`src/rtl/keypad_scan_debounce.sv`:
```
// 4x4 keypad scanner: one-hot column drive, 2-flop row sync, press/release debounce.
// Define KEYPAD_LAST_TWO_EN to add the lastKeys two-digit history output.
module keypad_scan_debounce #(
  parameter int SCAN_DIV        = 16,
  parameter int DEBOUNCE_CYCLES = 1024
) (
  input  logic       ph1,
  input  logic       reset,
  input  logic [3:0] rows,
  output logic [3:0] columns,
  output logic [3:0] key,
  output logic       keyValid,
  output logic       keyHeld
`ifdef KEYPAD_LAST_TWO_EN
  ,
  output logic [7:0] lastKeys
`endif
);

  localparam int DIV_W = (SCAN_DIV > 1) ? $clog2(SCAN_DIV) : 1;
  localparam int DB_W  = (DEBOUNCE_CYCLES > 1) ? $clog2(DEBOUNCE_CYCLES) : 1;
  localparam logic [DIV_W-1:0] DIV_LAST = DIV_W'(SCAN_DIV - 1);
  localparam logic [DB_W-1:0]  DB_LAST  = DB_W'(DEBOUNCE_CYCLES - 1);

  typedef enum logic [1:0] {SCAN, PRESS_DB, HELD, REL_DB} state_t;

  state_t           state_q, state_d;
  logic [3:0]       rows_meta_q, rows_s_q;
  logic [DIV_W-1:0] div_q, div_d;
  logic [DB_W-1:0]  db_q, db_d;
  logic [1:0]       col_q, col_d;
  logic [1:0]       row_q, row_d;
  logic [1:0]       row_first;
  logic [3:0]       columns_q, columns_d;
  logic [3:0]       key_q, key_d;
  logic             valid_q, valid_d;
  logic             held_q, held_d;
  logic             row_hit;
`ifdef KEYPAD_LAST_TWO_EN
  logic [7:0]       last_q, last_d;
`endif

  // Lowest active row index wins when several rows are high.
  always_comb begin
    row_first = 2'd0;
    for (int i = 3; i >= 0; i--) begin
      if (rows_s_q[i]) row_first = 2'(i);
    end
  end

  assign row_hit = rows_s_q[row_q];

  always_comb begin
    state_d = state_q;
    div_d   = div_q;
    db_d    = db_q;
    col_d   = col_q;
    row_d   = row_q;
    key_d   = key_q;
    valid_d = 1'b0;
    held_d  = held_q;
`ifdef KEYPAD_LAST_TWO_EN
    last_d  = last_q;
`endif
    unique case (state_q)
      SCAN: begin
        if (div_q == DIV_LAST) begin
          div_d = '0;
          if (|rows_s_q) begin
            row_d   = row_first;
            db_d    = '0;
            state_d = PRESS_DB;
          end else begin
            col_d = col_q + 2'd1;
          end
        end else begin
          div_d = div_q + DIV_W'(1);
        end
      end
      PRESS_DB: begin
        if (!row_hit) begin
          col_d   = col_q + 2'd1;
          div_d   = '0;
          state_d = SCAN;
        end else if (db_q == DB_LAST) begin
          key_d   = {row_q, col_q};
          valid_d = 1'b1;
          held_d  = 1'b1;
          state_d = HELD;
`ifdef KEYPAD_LAST_TWO_EN
          last_d  = {last_q[3:0], row_q, col_q};
`endif
        end else begin
          db_d = db_q + DB_W'(1);
        end
      end
      HELD: begin
        if (!row_hit) begin
          db_d    = '0;
          state_d = REL_DB;
        end
      end
      REL_DB: begin
        // A bounce back high restarts the release qualification from HELD.
        if (row_hit) begin
          db_d    = '0;
          state_d = HELD;
        end else if (db_q == DB_LAST) begin
          held_d  = 1'b0;
          col_d   = col_q + 2'd1;
          div_d   = '0;
          state_d = SCAN;
        end else begin
          db_d = db_q + DB_W'(1);
        end
      end
      default: state_d = SCAN;
    endcase
    columns_d = 4'b0001 << col_d;
  end

  always_ff @(posedge ph1 or posedge reset) begin
    if (reset) begin
      rows_meta_q <= '0;
      rows_s_q    <= '0;
      state_q     <= SCAN;
      div_q       <= '0;
      db_q        <= '0;
      col_q       <= 2'd0;
      row_q       <= 2'd0;
      columns_q   <= 4'b0001;
      key_q       <= 4'd0;
      valid_q     <= 1'b0;
      held_q      <= 1'b0;
`ifdef KEYPAD_LAST_TWO_EN
      last_q      <= 8'd0;
`endif
    end else begin
      rows_meta_q <= rows;
      rows_s_q    <= rows_meta_q;
      state_q     <= state_d;
      div_q       <= div_d;
      db_q        <= db_d;
      col_q       <= col_d;
      row_q       <= row_d;
      columns_q   <= columns_d;
      key_q       <= key_d;
      valid_q     <= valid_d;
      held_q      <= held_d;
`ifdef KEYPAD_LAST_TWO_EN
      last_q      <= last_d;
`endif
    end
  end

  assign columns  = columns_q;
  assign key      = key_q;
  assign keyValid = valid_q;
  assign keyHeld  = held_q;
`ifdef KEYPAD_LAST_TWO_EN
  assign lastKeys = last_q;
`endif

endmodule

```
`config.mk`:
```
export PLATFORM = sky130hd
export DESIGN_NAME = keypad_scan_debounce
export DESIGN_NICKNAME = d
export VERILOG_FILES = /design/src/rtl/keypad_scan_debounce.sv
export SDC_FILE = /design/constraint.sdc
export NUM_CORES = 1
export LEC_CHECK = 0
export ABC_AREA = 1
export CAP_MARGIN = 20
export CELL_PAD_IN_SITES_DETAIL_PLACEMENT = 1
export CELL_PAD_IN_SITES_GLOBAL_PLACEMENT = 1
export CORE_MARGIN = 2
export CORE_UTILIZATION = 25
export CTS_BUF_LIST = sky130_fd_sc_hd__clkbuf_8 sky130_fd_sc_hd__clkbuf_16
export CTS_CLUSTER_SIZE = 10
export DETAILED_ROUTE_END_ITERATION = 10
export MAX_ROUTING_LAYER = met4
export PLACE_DENSITY = 0.52
export SYNTH_ARGS = -nofsm -noshare
export SYNTH_HDL_FRONTEND = slang
export SYNTH_SLANG_ARGS = --single-unit
```
`constraint.sdc`:
```
create_clock -name ph1 -period 1.65 [get_ports ph1]
set_input_delay 0.33 -clock ph1 [delete_from_list [all_inputs] [get_ports ph1]]
set_output_delay 0.33 -clock ph1 [all_outputs]
set_load 0.01 [all_outputs]
```
==> flow_summary_export.csv, run 1 <==
group,metric,value,unit
min_path,hold_path.startpoint,"rows_meta_q[3]",
placement,gp_congestion,0.755,
power_and_ir_drop,power.density,1210,nW/um2
power_and_ir_drop,comb_power_share,38.6,%
placement,dp_worst_setup_slack,0.0223,ns
synth,synth_area_leaders,"dfrtp_1, nand2_1, inv_1, nand3_1, nor2_1",
setup_path,end_kind,"flop",
route,vias,1778,
setup_path,cp.arrival,1.78,ns
timing,max_clock_freq,648,MHz
global_routing,grt_use_total,12.8,%
timing,hold_violations,0,
timing,fin_hold_ws,0.352,ns
cts,h-tree-depth,2,
timing,setup_viol,0,
global_routing,met3_usage,2.42,%
power_and_ir_drop,p_leak,1.25,nW
cells_and_area,drive_above_1_share,21.3,%
global_routing,grt_pass1_wl,8710,um
setup_path,rr_startpoint,"db_q[1]",
placement,hpwl,3590,um
synth,synth_ff_type,"dfrtp_1",
floorplanning,num_rows,32,
power_and_ir_drop,seq_power_share,40.2,%
synth,synth-simple-area-share,33.7,%
route,drt-wirelength-per-cell,12.1,um
setup_path,critical_path_required,1.89,ns
cells_and_area,fin_nets,303,
cells_and_area,area_growth,27.4,%
floorplanning,pin_count,16,
synth,synthMostInstantiatedCell,"nand2_1",
global_routing,antenna_found_initial,0,
setup_path,path_max_fanout,8,
route,via_per_inst,4.47,
setup_path,rrSetupSlack,0.11,ns
floorplanning,dieArea,8760,um2
cts,clk_latency,0.30,ns
min_path,min_path_cells,0,
synth,synthXorXnorAreaFrac,0.873,%
timing,setup_slack,0.106,ns
global_routing,grtUsageMet1,16.1,%
setup_path,cp-start-kind,"flop",
cts,cts_max_path_buffers,2,
cts,path_clk_slew,0.08,ns
synth,synth_mux_area_share,0,%
placement,port_buffers,15,
synth,ys_types,27,
setup_path,r2r_cells,10,
floorplanning,initial_core_util,25.8,%
cts,cts-root-buf,"clkbuf_8",
floorplanning,coreArea,7770,um2
cts,clock-sinks,38,
cts,cts_tree,"yes",
timing,min_period,1.54,ns
synth,synth.yosys.seq_area_share,47.4,%
route,drt_iter0_markers,28,
cells_and_area,antenna_cells,0,
min_path,min_path_type,"reg2reg",
synth,avgSynthCellArea,7.72,um2
timing,slew_headroom,78.5,%
global_routing,grt_busiest_layer,"met2",
synth,synth_area,2010,um2
route,drtPass1Iterations,4,
setup_path,reg2reg_to,"db_q[0]",
power_and_ir_drop,internal-power,0.00187,W
global_routing,grt_start_max_net_pins,39,
synth,synth_top_area_share,46.1,%
min_path,min_to,"rows_s_q[3]",
power_and_ir_drop,vdd_drop_max,0.525,mV
run,max_cap_viol_count,0,
power_and_ir_drop,p_clk_share,21.2,%
synth,synth_fa_ha_area_share,1.25,%
global_routing,grt_use_met2,21.2,%
setup_path,timing_worst_setup_path_type,"reg2reg",
synth,synth_top_family_by_area,"simple AND/OR/NAND/NOR gates",
synth,syn_inst,260,
synth,synth_compound_area_share,8.54,%
cells_and_area,fill_cells,962,
synth,synthTopCellsByCount,"nand2_1, dfrtp_1, inv_1, nand3_1, nor2_1",
synth,synthArstFlopShare,100,%
synth,synth_area_leader_cell,"dfrtp_1",
global_routing,grt_pass1_vias,1883,
synth,ys_ff_latch,38,
global_routing,gr-total-overflow,0,
floorplanning,die_height,93.6,um
synth,yosysWarnings,0,
route,drc,0,
cts,cts_buffers,5,
synth,synth_edf_count,0,
timing,worstMarginPinSlew,0.322,ns
power_and_ir_drop,switching_share,39.5,%
synth,syn_nets,268,
power_and_ir_drop,netSwitchingPower,0.00122,W
timing,period_share,93.5,%
timing,fin_skew,0.00788,ns
route,wl,4830,um
outcome,status,"finished, final reports clean",
timing,rsz0062_at_grt,"yes",
timing,maxSlewViolCount,0,
cts,ctsHoldBuffers,0,
floorplanning,fp.dieW,93.6,um
route,ant_nets,0,
how the worst max path moves through the flow:
stage               slack (ns)  startpoint  cells after the start         end
detailed placement        0.02     db_q[1]                     10    div_q[0]
global route             -0.05     db_q[1]                     11  columns[1]
global placement          0.04     db_q[1]                     10    div_q[0]
CTS                       0.05     db_q[1]                     10     db_q[0]
finish                    0.11     db_q[1]                     10     db_q[0]
floorplan                 0.15     db_q[0]                      9        flop
power groups by stage:
stage / clock, W / sequential [W] / combinational (W)
5_1_grt: 0.000727 / 0.00127 / 0.00139
3_3_place_gp: 0 / 0.00126 / 0.00106
6_report: 0.000656 / 0.00124 / 0.00119
4_1_cts: 0.000686 / 0.00124 / 0.00107
3_5_place_dp: 0 / 0.00126 / 0.00106
2_1_floorplan: 0 / 0.00126 / 0.000723
routing by layer:
metal  wire, um  up-vias
li1           -      898
met1       2300      857
met5          0        -
met4         59        0
met2       2380       17
met3         89        6
critical path: stages, from the launching register on:
cell and delay [ns]:
dfrtp_1 0.40, ha_2 0.22, nand2_4 0.06, nor2_4 0.14
nand3_4 0.11, buf_6 0.16, nand2_4 0.06, nand3_2 0.06
o21ai_1 0.15, nand2_1 0.07, nand2_1 0.06
repair_timing:
item	in CTS	in global routing
pin swaps	0	13
cloned	0	2
buffers inserted	0	2
resized for setup	2	29
setup endpoints to repair	2	22
flip-flops by register name, summed over array words and instances (netlist names), named ones only:
signal / count
db_q: 10
columns: 4
div_q: 4
key: 4
rows_meta_q: 4
rows_s_q: 4
col_q: 2
row_q: 2
keyHeld: 1
keyValid: 1
state_q: 1
cells by family (layout without fill, tap and decap cells):
family                     after synthesis  after routing
adders and majority gates                2              2
buffers and inverters                   39             73
xor gates and xnor gates                 2              2
AOI/OAI and AO/OA                       29             29
and+or+nand+nor                        150            152
DFF                                     38             38
cells in the final DEF (no fill, tap or decap), types with 2 or more instances in the layout:
| master | Yosys | routed |
|---|---|---|
| o21ai_1 | 4 | 8 |
| buf_4 | 0 | 13 |
| nor2_2 | 0 | 3 |
| inv_1 | 30 | 28 |
| o211ai_1 | 6 | 6 |
| nand4_1 | 5 | 5 |
| inv_2 | 5 | 7 |
| nand2_2 | 5 | 11 |
| nor2_1 | 19 | 15 |
| a21oi_1 | 4 | 3 |
| nand3_1 | 22 | 20 |
| dfrtp_1 | 37 | 36 |
| nand3_2 | 0 | 2 |
| nor3_1 | 2 | 2 |
| nand2_1 | 89 | 81 |
| clkdlybuf4s50_1 | 0 | 14 |
| ha_2 | 0 | 2 |
| nor2_4 | 4 | 5 |
| nand3b_1 | 2 | 2 |
| clkbuf_8 | 0 | 5 |
| nand2_4 | 1 | 5 |
| o21ai_0 | 11 | 7 |
metrics by stage:
stage	power, W	utilization (%)	instances	TNS (ns)	area, um2
final	0.00309	32.9	398	0	2560
after global routing	0.00339	32.9	398	-0.168	2560
after detailed placement	0.00232	30.4	386	0	2360
after global placement	0.00233	30.4	386	0	2360
after CTS	0.00300	31.6	394	0	2450
after floorplan	0.00198	-	260	0	2010
area by class of cell:
class	count	area, um2	area share (%)
clock inverters	3	21.3	0.832
flip-flops and latches	38	953	37.3
inverters	35	131	5.14
repair buffers	30	278	10.9
clock buffers	5	68.8	2.69
multi-input cells	185	977	38.2
well taps	102	128	4.99
(Power assumes the default switching activity.)
==> run 2, diff against run 1 <==
- GPL_TIMING_DRIVEN: unset -> 0
==> run 2 against run 1 <==
  * Clock power grew 21%
  * Global-route usage shrank 0.096 points
  * Critical path depth grew 1
  * Register-to-register slack is essentially flat
  * Clock skew shrank 0.00061 ns
  * Critical path type unchanged
==> flow_summary_export.csv, run 2 (synthesized netlist as in run 1, its figures left out) <==
group,metric,value,unit
outcome,status,"finished, final reports clean",
timing,hold_violations,0,
global_routing,gr-total-overflow,0,
cells_and_area,top_register,"db_q",
timing,max_clock_freq,645,MHz
global_routing,grt_pass1_wl,8510,um
timing,setup_viol,0,
cells_and_area,fin_cells,398,
setup_path,end_kind,"flop",
route,drt-wirelength-per-cell,12.6,um
power_and_ir_drop,fin_total_pwr,0.00335,W
route,ant_nets,0,
power_and_ir_drop,p_leak,1.25,nW
timing,maxSlewViolCount,0,
placement,placed_area,2280,um2
global_routing,grt_pass1_vias,1817,
power_and_ir_drop,switching_share,36.8,%
setup_path,timing_worst_setup_path_type,"reg2reg",
cts,cts-root-buf,"clkbuf_8",
cts,ctsHoldBuffers,0,
timing,worstMarginPinSlew,0.830,ns
placement,gp_congestion,0.763,
placement,port_buffers,15,
cts,cts_tree,"yes",
floorplanning,coreArea,7770,um2
route,via_per_inst,4.49,
cells_and_area,largest_reg_flops,10,
timing,rsz0062_at_grt,"yes",
global_routing,grt_start_max_net_pins,39,
setup_path,cp-start-kind,"flop",
cells_and_area,final_cell_mix,"nand2_1, dfrtp_1, inv_1, nand3_1",
route,wl,5000,um
cells_and_area,final_util,33.3,%
timing,slew_headroom,44.6,%
cts,clock-sinks,38,
power_and_ir_drop,vdd_drop_max,0.465,mV
floorplanning,pin_count,16,
placement,hpwl,3530,um
floorplanning,die_height,93.6,um
floorplanning,initial_core_util,25.8,%
timing,fin_skew,0.00727,ns
route,drtPass1Iterations,4,
route,drt_iter0_markers,75,
timing,period_share,93.9,%
floorplanning,dieArea,8760,um2
setup_path,critical_path_required,1.83,ns
cells_and_area,drive_above_1_share,20.9,%
cts,clk_latency,0.30,ns
cells_and_area,antenna_cells,0,
power_and_ir_drop,power.density,1300,nW/um2
timing,min_period,1.55,ns
power_and_ir_drop,netSwitchingPower,0.00123,W
power_and_ir_drop,seq_power_share,37.0,%
cells_and_area,final_common_cell,"nand2_1",
power_and_ir_drop,internal-power,0.00212,W
route,drc,0,
cts,cts_buffers,5,
cells_and_area,finalInstanceArea,2590,um2
power_and_ir_drop,p_clk_share,23.7,%
floorplanning,fp.dieW,93.6,um
cells_and_area,area_growth,28.9,%
power_and_ir_drop,comb_power_share,39.3,%
min_path,min_path_type,"reg2reg",
global_routing,antenna_found_initial,0,
run,max_cap_viol_count,0,
timing,tns,0,ns
cells_and_area,fin_nets,303,
setup_path,cp.arrival,1.73,ns
route,vias,1787,
cts,h-tree-depth,2,
placement,dp_cells,377,
global_routing,grt_use_total,12.7,%
cts,cts_max_path_buffers,2,
floorplanning,num_rows,32,
setup_path,path_max_fanout,6,
cts,path_clk_slew,0.08,ns
[run 2: layout make-up]
| class | instances | area [um2] |
|---|---|---|
| clock buffers | 5 | 68.8 |
| fillers | 953 | 5180 |
| well taps | 102 | 128 |
| clock inverters | 3 | 41.3 |
| flip-flops and latches | 38 | 955 |
| plain buffers | 4 | 38.8 |
| repair buffers | 28 | 272 |
| inverters | 35 | 131 |
| multi-input cells | 183 | 953 |
[run 2: repair_timing]
item,CTS,global route
endpoints found under the setup margin,29,24
pin swaps,1,9
gates resized for setup,6,27
setup buffers,5,7
gates cloned,0,1
[run 2: worst paths after layout]
path	start	to	slack (ns)	cells past startpoint
setup reg to reg	div_q[0]	db_q[8]	0.10	11
min in group asynchronous	reset	div_q[0]	0.51	2
setup / recovery	div_q[0]	db_q[8]	0.10	11
hold reg to reg	rows_meta_q[3]	rows_s_q[3]	0.35	0
max in group asynchronous	reset	db_q[0]	0.56	2
hold / removal	rows_meta_q[3]	rows_s_q[3]	0.35	0
[run 2: stage by stage]
step / worst slack (ns) / hold WS (ns)
after floorplan: 0.147 / 0.331
after global placement: -0.514 / 0.331
after detailed placement: -0.273 / 0.336
after CTS: 0.0135 / 0.355
after global routing: -0.00740 / 0.364
final: 0.101 / 0.350
[run 2: layer usage]
metal  part of all wire [%]  track usage, %  wire [um]
met1                     47            15.7       2360
met2                     49            20.7       2440
met3                    2.2            2.50        109
met4                    1.9            4.83         93
met5                      0               -          0
[run 2: power by group through the flow]
stage          Clock (W)  Sequential [W]  Combinational (W)
4_1_cts         0.000844         0.00124            0.00112
2_1_floorplan          0         0.00126           0.000723
3_3_place_gp           0         0.00126            0.00105
5_1_grt         0.000871         0.00126            0.00150
6_report        0.000794         0.00124            0.00132
3_5_place_dp           0         0.00127            0.00105
[run 2: worst max-delay path, stage by stage (launching register included)]
cell and delay [ns]:
dfrtp_1 0.37, ha_2 0.19, nand2_2 0.08, nor2_4 0.13, nand2_2 0.07, nand2_2 0.07
nand2_2 0.07, inv_2 0.07, nand2_4 0.10, clkbuf_16 0.17, nand2_1 0.07, o21ai_2 0.05
